<file path="config.mk">
export PLATFORM = sky130hd
export DESIGN_NAME = fetch_stage_flat
export DESIGN_NICKNAME = d
export VERILOG_FILES = /design/src/rtl/fetch_pkg.sv /design/src/rtl/fetch_stage_if.sv /design/src/rtl/fetch_skid_buf.sv /design/src/rtl/fetch_stage.sv /design/src/flat_wrapper.sv
export SDC_FILE = /design/constraint.sdc
export NUM_CORES = 1
export LEC_CHECK = 0
export ABC_AREA = 1
export BUFFER_PORTS_ARGS = -buffer_cell sky130_fd_sc_hd__buf_4
export CORE_MARGIN = 8
export CORE_UTILIZATION = 50
export DETAILED_ROUTE_END_ITERATION = 16
export GPL_TIMING_DRIVEN = 0
export MAX_ROUTING_LAYER = met4
export PLACE_DENSITY_LB_ADDON = 0.08
export SYNTH_ARGS = -nofsm -noshare
export SYNTH_HDL_FRONTEND = slang
export SYNTH_HIERARCHICAL = 1
export SYNTH_SLANG_ARGS = --single-unit
</file>
<file path="constraint.sdc">
create_clock -name clk -period 4 [get_ports clk]
set_clock_uncertainty 0.2 [all_clocks]
set_input_delay 0.2 -clock clk [delete_from_list [all_inputs] [get_ports clk]]
set_output_delay 0.2 -clock clk [all_outputs]
set_load 0.01 [all_outputs]
</file>
<file path="src/rtl/fetch_pkg.sv">
// Shared types and default widths for the instruction fetch stage.
// Imported by the fetch interface, the skid buffer and the fetch_stage top.
package fetch_pkg;

    localparam int AW_DEFAULT = 16;
    localparam int DW_DEFAULT = 16;
    localparam logic [AW_DEFAULT-1:0] RESET_PC_DEFAULT = 16'h0000;
    localparam int PC_INC_DEFAULT = 1;

    typedef enum logic [1:0] {
        IDLE = 2'd0,
        REQ  = 2'd1,
        KILL = 2'd2
    } fetch_state_t;

    typedef struct packed {
        logic [DW_DEFAULT-1:0] inst;
        logic [AW_DEFAULT-1:0] pc;
    } fetch_entry_t;

endpackage

</file>
<file path="src/rtl/fetch_stage_if.sv">
// Instruction-memory request/acknowledge bundle between the fetch stage and imem.
interface fetch_stage_if
    import fetch_pkg::*;
#(
    parameter int AW = AW_DEFAULT,
    parameter int DW = DW_DEFAULT
);

    logic          imem_req;
    logic [AW-1:0] imem_addr;
    logic          imem_ack;
    logic [DW-1:0] imem_rdata;

    modport master (
        output imem_req,
        output imem_addr,
        input  imem_ack,
        input  imem_rdata
    );

    modport slave (
        input  imem_req,
        input  imem_addr,
        output imem_ack,
        output imem_rdata
    );

endinterface

</file>
<file path="src/rtl/fetch_skid_buf.sv">
// One-entry skid buffer holding a fetched word that arrived while decode was stalled.
module fetch_skid_buf
    import fetch_pkg::*;
(
    input  logic         clk,
    input  logic         rst,
    input  logic         load,
    input  logic         drain,
    input  logic         flush,
    input  fetch_entry_t din,
    output logic         valid,
    output fetch_entry_t entry
);

    logic         valid_reg;
    fetch_entry_t entry_reg;

    always_ff @(posedge clk) begin
        if (rst) begin
            valid_reg <= 1'b0;
            entry_reg <= '0;
        end else if (flush) begin
            valid_reg <= 1'b0;
        end else if (load) begin
            valid_reg <= 1'b1;
            entry_reg <= din;
        end else if (drain) begin
            valid_reg <= 1'b0;
        end
    end

    assign valid = valid_reg;
    assign entry = entry_reg;

endmodule

</file>
<file path="src/rtl/fetch_stage.sv">
// Fetch stage: drives the next PC, runs the imem req/ack handshake and owns the IF/ID
// register, with a one-entry skid buffer absorbing a word that lands during a stall.
module fetch_stage
    import fetch_pkg::*;
#(
    parameter int            AW       = AW_DEFAULT,
    parameter int            DW       = DW_DEFAULT,
    parameter logic [AW-1:0] RESET_PC = RESET_PC_DEFAULT,
    parameter logic [AW-1:0] PC_INC   = AW'(PC_INC_DEFAULT)
) (
    input  logic                 clk,
    input  logic                 rst,
    input  logic [AW-1:0]        pc,
    output logic [AW-1:0]        npc,
    fetch_stage_if.master        imem,
    input  logic                 branch_taken,
    input  logic [AW-1:0]        branch_target,
    input  logic                 stall,
    output logic                 inst_valid,
    output logic [DW-1:0]        inst,
    output logic [AW-1:0]        inst_pc
);

    fetch_state_t  state_reg, state_next;
    logic          req_reg, req_next;
    logic [AW-1:0] addr_reg, addr_next;

    logic          inst_valid_reg;
    logic [DW-1:0] inst_reg;
    logic [AW-1:0] inst_pc_reg;

    logic          skid_valid;
    fetch_entry_t  skid_entry;
    fetch_entry_t  skid_din;

    logic          blocked;
    logic          accept;
    logic          skid_load;
    logic          skid_drain;

    // A word may only be requested when it is guaranteed a place to land.
    assign blocked    = skid_valid | (inst_valid_reg & stall);
    assign accept     = (state_reg == REQ) & imem.imem_ack & ~branch_taken;
    assign skid_load  = accept & inst_valid_reg & stall;
    assign skid_drain = ~branch_taken & ~accept & ~stall & skid_valid;
    assign skid_din   = '{inst: imem.imem_rdata, pc: addr_reg};

    always_comb begin
        npc = pc;
        if (rst) begin
            npc = RESET_PC;
        end else if (branch_taken) begin
            npc = branch_target;
        end else if (accept) begin
            npc = addr_reg + PC_INC;
        end
    end

    always_comb begin
        state_next = state_reg;
        req_next   = req_reg;
        addr_next  = addr_reg;
        case (state_reg)
            IDLE: begin
                if (!blocked && !branch_taken) begin
                    state_next = REQ;
                    req_next   = 1'b1;
                    addr_next  = pc;
                end
            end
            REQ: begin
                if (!imem.imem_ack) begin
                    // The outstanding request cannot be withdrawn; its data is dropped in KILL.
                    if (branch_taken) begin
                        state_next = KILL;
                    end
                end else if (branch_taken) begin
                    state_next = IDLE;
                    req_next   = 1'b0;
                end else if (!stall) begin
                    addr_next = addr_reg + PC_INC;
                end else begin
                    state_next = IDLE;
                    req_next   = 1'b0;
                end
            end
            KILL: begin
                if (imem.imem_ack) begin
                    state_next = IDLE;
                    req_next   = 1'b0;
                end
            end
            default: begin
                state_next = IDLE;
                req_next   = 1'b0;
            end
        endcase
    end

    always_ff @(posedge clk) begin
        if (rst) begin
            state_reg <= IDLE;
            req_reg   <= 1'b0;
            addr_reg  <= '0;
        end else begin
            state_reg <= state_next;
            req_reg   <= req_next;
            addr_reg  <= addr_next;
        end
    end

    always_ff @(posedge clk) begin
        if (rst) begin
            inst_valid_reg <= 1'b0;
            inst_reg       <= '0;
            inst_pc_reg    <= '0;
        end else if (branch_taken) begin
            inst_valid_reg <= 1'b0;
        end else if (accept && !skid_load) begin
            inst_valid_reg <= 1'b1;
            inst_reg       <= imem.imem_rdata;
            inst_pc_reg    <= addr_reg;
        end else if (!accept && !stall) begin
            if (skid_valid) begin
                inst_valid_reg <= 1'b1;
                inst_reg       <= skid_entry.inst;
                inst_pc_reg    <= skid_entry.pc;
            end else begin
                inst_valid_reg <= 1'b0;
            end
        end
    end

    fetch_skid_buf u_skid (
        .clk   (clk),
        .rst   (rst),
        .load  (skid_load),
        .drain (skid_drain),
        .flush (branch_taken),
        .din   (skid_din),
        .valid (skid_valid),
        .entry (skid_entry)
    );

    assign imem.imem_req  = req_reg;
    assign imem.imem_addr = addr_reg;
    assign inst_valid     = inst_valid_reg;
    assign inst           = inst_reg;
    assign inst_pc        = inst_pc_reg;

endmodule

</file>
<file path="src/flat_wrapper.sv">
// flat-port wrapper written by rule: the top's interface ports become plain ports
module fetch_stage_flat import fetch_pkg::*;
#(
    parameter int            AW       = AW_DEFAULT,
    parameter int            DW       = DW_DEFAULT,
    parameter logic [AW-1:0] RESET_PC = RESET_PC_DEFAULT,
    parameter logic [AW-1:0] PC_INC   = AW'(PC_INC_DEFAULT)
)
  (clk, rst, pc, npc, branch_taken, branch_target, stall, inst_valid, inst, inst_pc, imem_imem_req, imem_imem_addr, imem_imem_ack, imem_imem_rdata);
  fetch_stage_if #(.AW(AW), .DW(DW)) imem_i ();
  input  logic clk;
  input  logic rst;
  input  logic [AW-1:0] pc;
  output logic [AW-1:0] npc;
  input  logic branch_taken;
  input  logic [AW-1:0] branch_target;
  input  logic stall;
  output logic inst_valid;
  output logic [DW-1:0] inst;
  output logic [AW-1:0] inst_pc;
  output wire logic [$bits(imem_i.imem_req)-1:0] imem_imem_req;
  output wire logic [$bits(imem_i.imem_addr)-1:0] imem_imem_addr;
  input wire logic [$bits(imem_i.imem_ack)-1:0] imem_imem_ack;
  input wire logic [$bits(imem_i.imem_rdata)-1:0] imem_imem_rdata;
  assign imem_imem_req = imem_i.imem_req;
  assign imem_imem_addr = imem_i.imem_addr;
  assign imem_i.imem_ack = imem_imem_ack;
  assign imem_i.imem_rdata = imem_imem_rdata;
  fetch_stage #(.AW(AW), .DW(DW), .RESET_PC(RESET_PC), .PC_INC(PC_INC)) u_core (.clk(clk), .rst(rst), .pc(pc), .npc(npc), .imem(imem_i), .branch_taken(branch_taken), .branch_target(branch_target), .stall(stall), .inst_valid(inst_valid), .inst(inst), .inst_pc(inst_pc));
endmodule
</file>
# After elaboration in Yosys (flattened, before gate mapping)
# Cells that the tools add are included.
# word_totals
reg_bits	85
wordCells	82
# op_classes
n_addsub	1
n_eq_ne	9
n_mux	32
bitwise	12
n_reduce_logical	19
# ops
cell	count
2-to-1 mux 16 bit	13
one-hot mux 16 bit (2 select lines)	1
adder 16 x 1 -> 16 bit (second input constant)	1
2-to-1 mux 2 bit	6
2-to-1 mux 1 bit	10
bitwise AND 1 bit	8
inequality test 2 bit (second input constant)	4
AND reduction 4 bit	2
nonzero test 2 bit	4
inequality test 3 bit (second input constant)	2
one-hot mux 2 bit (3 select lines)	1
zero test 1 bit	5
AND reduction 5 bit	1
logical AND 1 bit	3
inverter 1 bit	3
one-hot mux 1 bit (3 select lines)	1
AND reduction 3 bit	1
== test 2 x 1 -> 1 bit (second input constant)	1
== test 2 bit (second input constant)	1
zero test 2 bit	1
inequality test 2 x 1 -> 1 bit (second input constant)	1
AND reduction 2 bit	1
OR reduction 2 bit	1
bitwise OR 1 bit	1

# Depth between registers and ports, before layout
# logic_depth
ltp_word	9
ltp_mapped	11
depth_no_buf	10

# Cells and area by module
# The synthesis kept the hierarchy.
# modules_own_cells
module	n_inst	cells_per_inst	area_each_um2	seq_area_each_um2
fetch_stage	1	536	3320.7	1041.0
fetch_skid_buf	1	214	1422.6	660.6

# Worst setup path before layout
# OpenSTA, ideal clock, no wires.
# synth_timing
path_kind	flip-flop to output port
startpoint	reg u_core.addr_reg[0] (netlist: u_core/imem.imem_addr[0])
endpoint	out npc[10]
arrival_time_ns	1.524
slack_ns	2.076
stages_incl_launch_ff	8
n_path_buf	0
path_cell_list	dfxtp_1 -> ha_1 -> nand2_1 -> nor2_1 -> nand2_1 -> xor2_1 -> nand2_1 -> a21oi_1
# synth_between
elab_chain_len	4
# synth_lines
item	line	source
start, declared	fetch_stage.sv:26	logic [AW-1:0] addr_reg, addr_next;
start signal, assigned	fetch_stage.sv:108	addr_reg <= addr_next;
adder 16 x 1 -> 16 bit	fetch_stage.sv:55	npc = addr_reg + PC_INC;
2-to-1 mux 16 bit	fetch_stage.sv:54	end else if (accept) begin
2-to-1 mux 16 bit	fetch_stage.sv:52	end else if (branch_taken) begin
2-to-1 mux 16 bit	fetch_stage.sv:50	if (rst) begin
end, declared	flat_wrapper.sv:14	output logic [AW-1:0] npc;
# No other way between the ends.

# Worst setup path after layout
# layout_timing
startpoint	reg u_core.addr_reg[0] (netlist: u_core/imem.imem_addr[0])
endpoint	out npc[8]
# The elaborated chain is that of the path after synthesis.

==> impl_metrics.yaml <==
grt:
  grt_start_max_net_pins: 16
  first_global_vias: 5208
  antenna_found_initial: 0
  grt_pass1_wl_um: 25200
  track_usage_pct: 24.8
  grt_remaining_overflow: 0
sta:
  fin_tns_setup_ps: 0
  drv_slew: 0
  tightest_slew_ps: 751
  fmax_ghz: 0.366
  final-hold-violation-count: 0
  setup_viol: 0
  fin_crit_ps: 2730
  relSlewSlack_pct: 49.9
  rsz0062_at_grt: "false"
  period_share_pct: 68.3
worst_setup_path:
  cpPeakStageDelay_ps: 490
  r2r_setup_slack_ps: 1870
  timing.critical_path.fanout_max: 7
  cp_top_family: "simple AND/OR/NAND/NOR gates"
  path_buf_inv: 1
  crit_chain: "ha_1 -> nand2_1 -> nor2_1 -> nand2_1 -> xor2_1 -> nand2_1 -> a21oi_1 -> buf_4"
  critPathCaptureType: "output port"
  cp_slowest_cell: "dfxtp_1"
  worstReg2RegStart: "u_core/state_reg[0]"
  ff2ff_path_depth: 8
  cp.arrival_ps: 2330
  worst-path-stages: 8
  critPathKind: "flip-flop to output port"
  reg2reg_to: "u_core/inst_pc[15]"
  crit_path_frequent_cell: "nand2_1"
  cp-start-kind: "flip-flop"
  required_ps: 3600
cells_and_area:
  fin_util_pct: 68.4
  syn2layout_area_growth_pct: 33.3
  diodes: 0
  largest_reg_flops: 32
  nets: 967
  n_fill_cell: 854
  drive_gt1_share_pct: 20.9
die:
  io_pins: 119
  chipWidth_um: 113
  num_rows: 35
  start_util_pct: 51.3
  dieHeight_um: 113
  core_area_um2: 9240
  dieArea_um2: 12900
hold_path:
  hold_class: "input pin to flip-flop"
  worstHoldStart: "pc[0]"
  min_to: "u_core/imem.imem_addr[0]"
  holdPathStages: 5
yosys:
  synth.largest_area_cell: "dfxtp_1"
  synthesis.instances: 750
  synth_commonest_cells: "nand2_1 (212), nor2_1 (106), inv_1 (101), dfxtp_1 (85), nand3_1 (65)"
  synth_ff_type: "dfxtp_1"
  syn_area_um2: 4740
  yosysSeqAreaShare_pct: 35.9
  ys_ff_latch: 85
  yosysMostFrequentCell: "nand2_1"
  syn_nets: 804
  synth_cell_type_count: 35
  yosysWarnings: 6
  synth-edff-count: 0
  synth_top_cell_area_share_pct: 35.9
  syn_avg_cell_area_um2: 6.32
  synth_area_leaders: "dfxtp_1 (36%), nand2_1 (17%), nor2_1 (8.4%)"
  async_flop_share_pct: 0
route:
  wl_per_cell_um: 15.0
  firstDrtPassIters: 5
  ant_nets: 0
  vias: 5379
  via_per_inst: 5.14
  routed_wl_um: 15700
  drtIter0Drc: 415
  drc_errors: 0
clocking:
  cts-buffers-inserted: 9
  post-cts-setup-buffer-count: 0
  cts_tree: "built"
  clockBufferDepth: 2
  cts_root_buf: "clkbuf_8"
  htreeDepth: 3
  cts_resized: 0
  cts_sinks: 85
  clock_latency_ps: 350
  clk_pin_slew_ps: 90
pwr:
  p_leak_nw: 2.96
  p_seq_share_pct: 47.9
  p_int_mw: 1.33
  swShare_pct: 30.8
  ir_worst_vdd_mv: 0.189
  comb_power_share_pct: 20.4
  p_clk_share_pct: 31.8
  p_per_area_nw_per_um2: 305
  power.switching_mw: 0.594
placed_design:
  hpwl_um: 11700
  portBuffers: 118
  gp_congestion: 0.957
run_status:
  status: "finished clean"
run:
  maxCapViolCount: 0
cells in the final DEF (no fill, tap or decap), types with 10 or more instances in the layout:
cell	netlist	routed
o21ai_0	28	28
buf_2	12	12
clkbuf_1	12	12
dfxtp_1	85	85
a21oi_1	44	44
nand2_1	212	212
nor2_1	106	106
a21oi_2	10	10
nand3_1	65	65
dlygate4sd3_1	0	34
buf_4	4	122
inv_1	101	101
nand3_2	12	12
logic make-up (layout without fill, tap and decap cells):
family          count (synthesis)  after routing  synth area share (%)
buf+inv                       145            312                  13.2
compound gates                 96             96                  11.6
simple gates                  414            414                  37.5
flops                          85             85                  35.9
fa+ha+maj                       1              1                 0.264
xor+xnor                        9              9                  1.66
power groups by stage:
stage | sequential (mW) | clock [mW] | combinational, mW
3_3_place_gp | 0.941 | 0 | 0.353
3_5_place_dp | 0.942 | 0 | 0.359
4_1_cts | 0.922 | 0.625 | 0.387
5_1_grt | 0.928 | 0.658 | 0.427
6_report | 0.923 | 0.613 | 0.393
2_1_floorplan | 0.937 | 0 | 0.185
through the flow:
step / area [µm²] / hold WS (ps) / worst slack (ps) / instances / power (mW)
after floorplan: 4740 / 161 / 2080 / 750 / 1.12
after detailed placement: 5790 / 256 / 1720 / 997 / 1.30
after global routing: 6320 / 80.7 / 1040 / 1046 / 2.01
after global placement: 5790 / 247 / 1740 / 997 / 1.29
final: 6320 / 53.8 / 1270 / 1046 / 1.93
after CTS: 6320 / 40.2 / 1320 / 1046 / 1.93
worst max-delay path by stage:
stage	startpoint	to
2_1_floorplan	u_core/imem.imem_addr[0]	npc[10]
3_3_place_gp	u_core/imem.imem_addr[0]	npc[8]
3_5_place_dp	u_core/imem.imem_addr[0]	npc[8]
4_1_cts	u_core/imem.imem_addr[0]	npc[8]
5_1_grt	u_core/imem.imem_addr[0]	npc[8]
6_report	u_core/imem.imem_addr[0]	npc[8]
metal layers:
layer	up-vias	global-route usage [%]	part of all wire (%)
met2	241	41.0	48
met5	-	-	0
met4	0	8.44	1.4
met1	2469	30.3	43
met3	21	3.75	7.7
li1	2648	-	-
cell type report:
| type | count | area [µm²] | share of cell area (%) |
|---|---|---|---|
| plain buffers | 39 | 224 | 3.54 |
| clock buffers | 9 | 124 | 1.96 |
| clock inverters | 6 | 70.1 | 1.11 |
| inverters | 106 | 400 | 6.33 |
| multi-input cells | 520 | 2420 | 38.2 |
| flip-flops and latches | 85 | 1700 | 26.9 |
| well taps | 129 | 161 | 2.55 |
| repair buffers | 152 | 1230 | 19.4 |
worst register-to-register path, stage by stage (launching register included):
cell,delay (ps)
dfxtp_1,370
inv_1,90
nor2_4,220
nand3_2,260
a21oi_4,320
buf_2,310
nand2_1,100
nand3_2,90
a21oi_2,50
repair_timing:
action	CTS	global route
setup endpoints to repair	0	0
endpoints found under the hold margin	48	0
hold buffers	34	0
(Power assumes the default switching activity.)
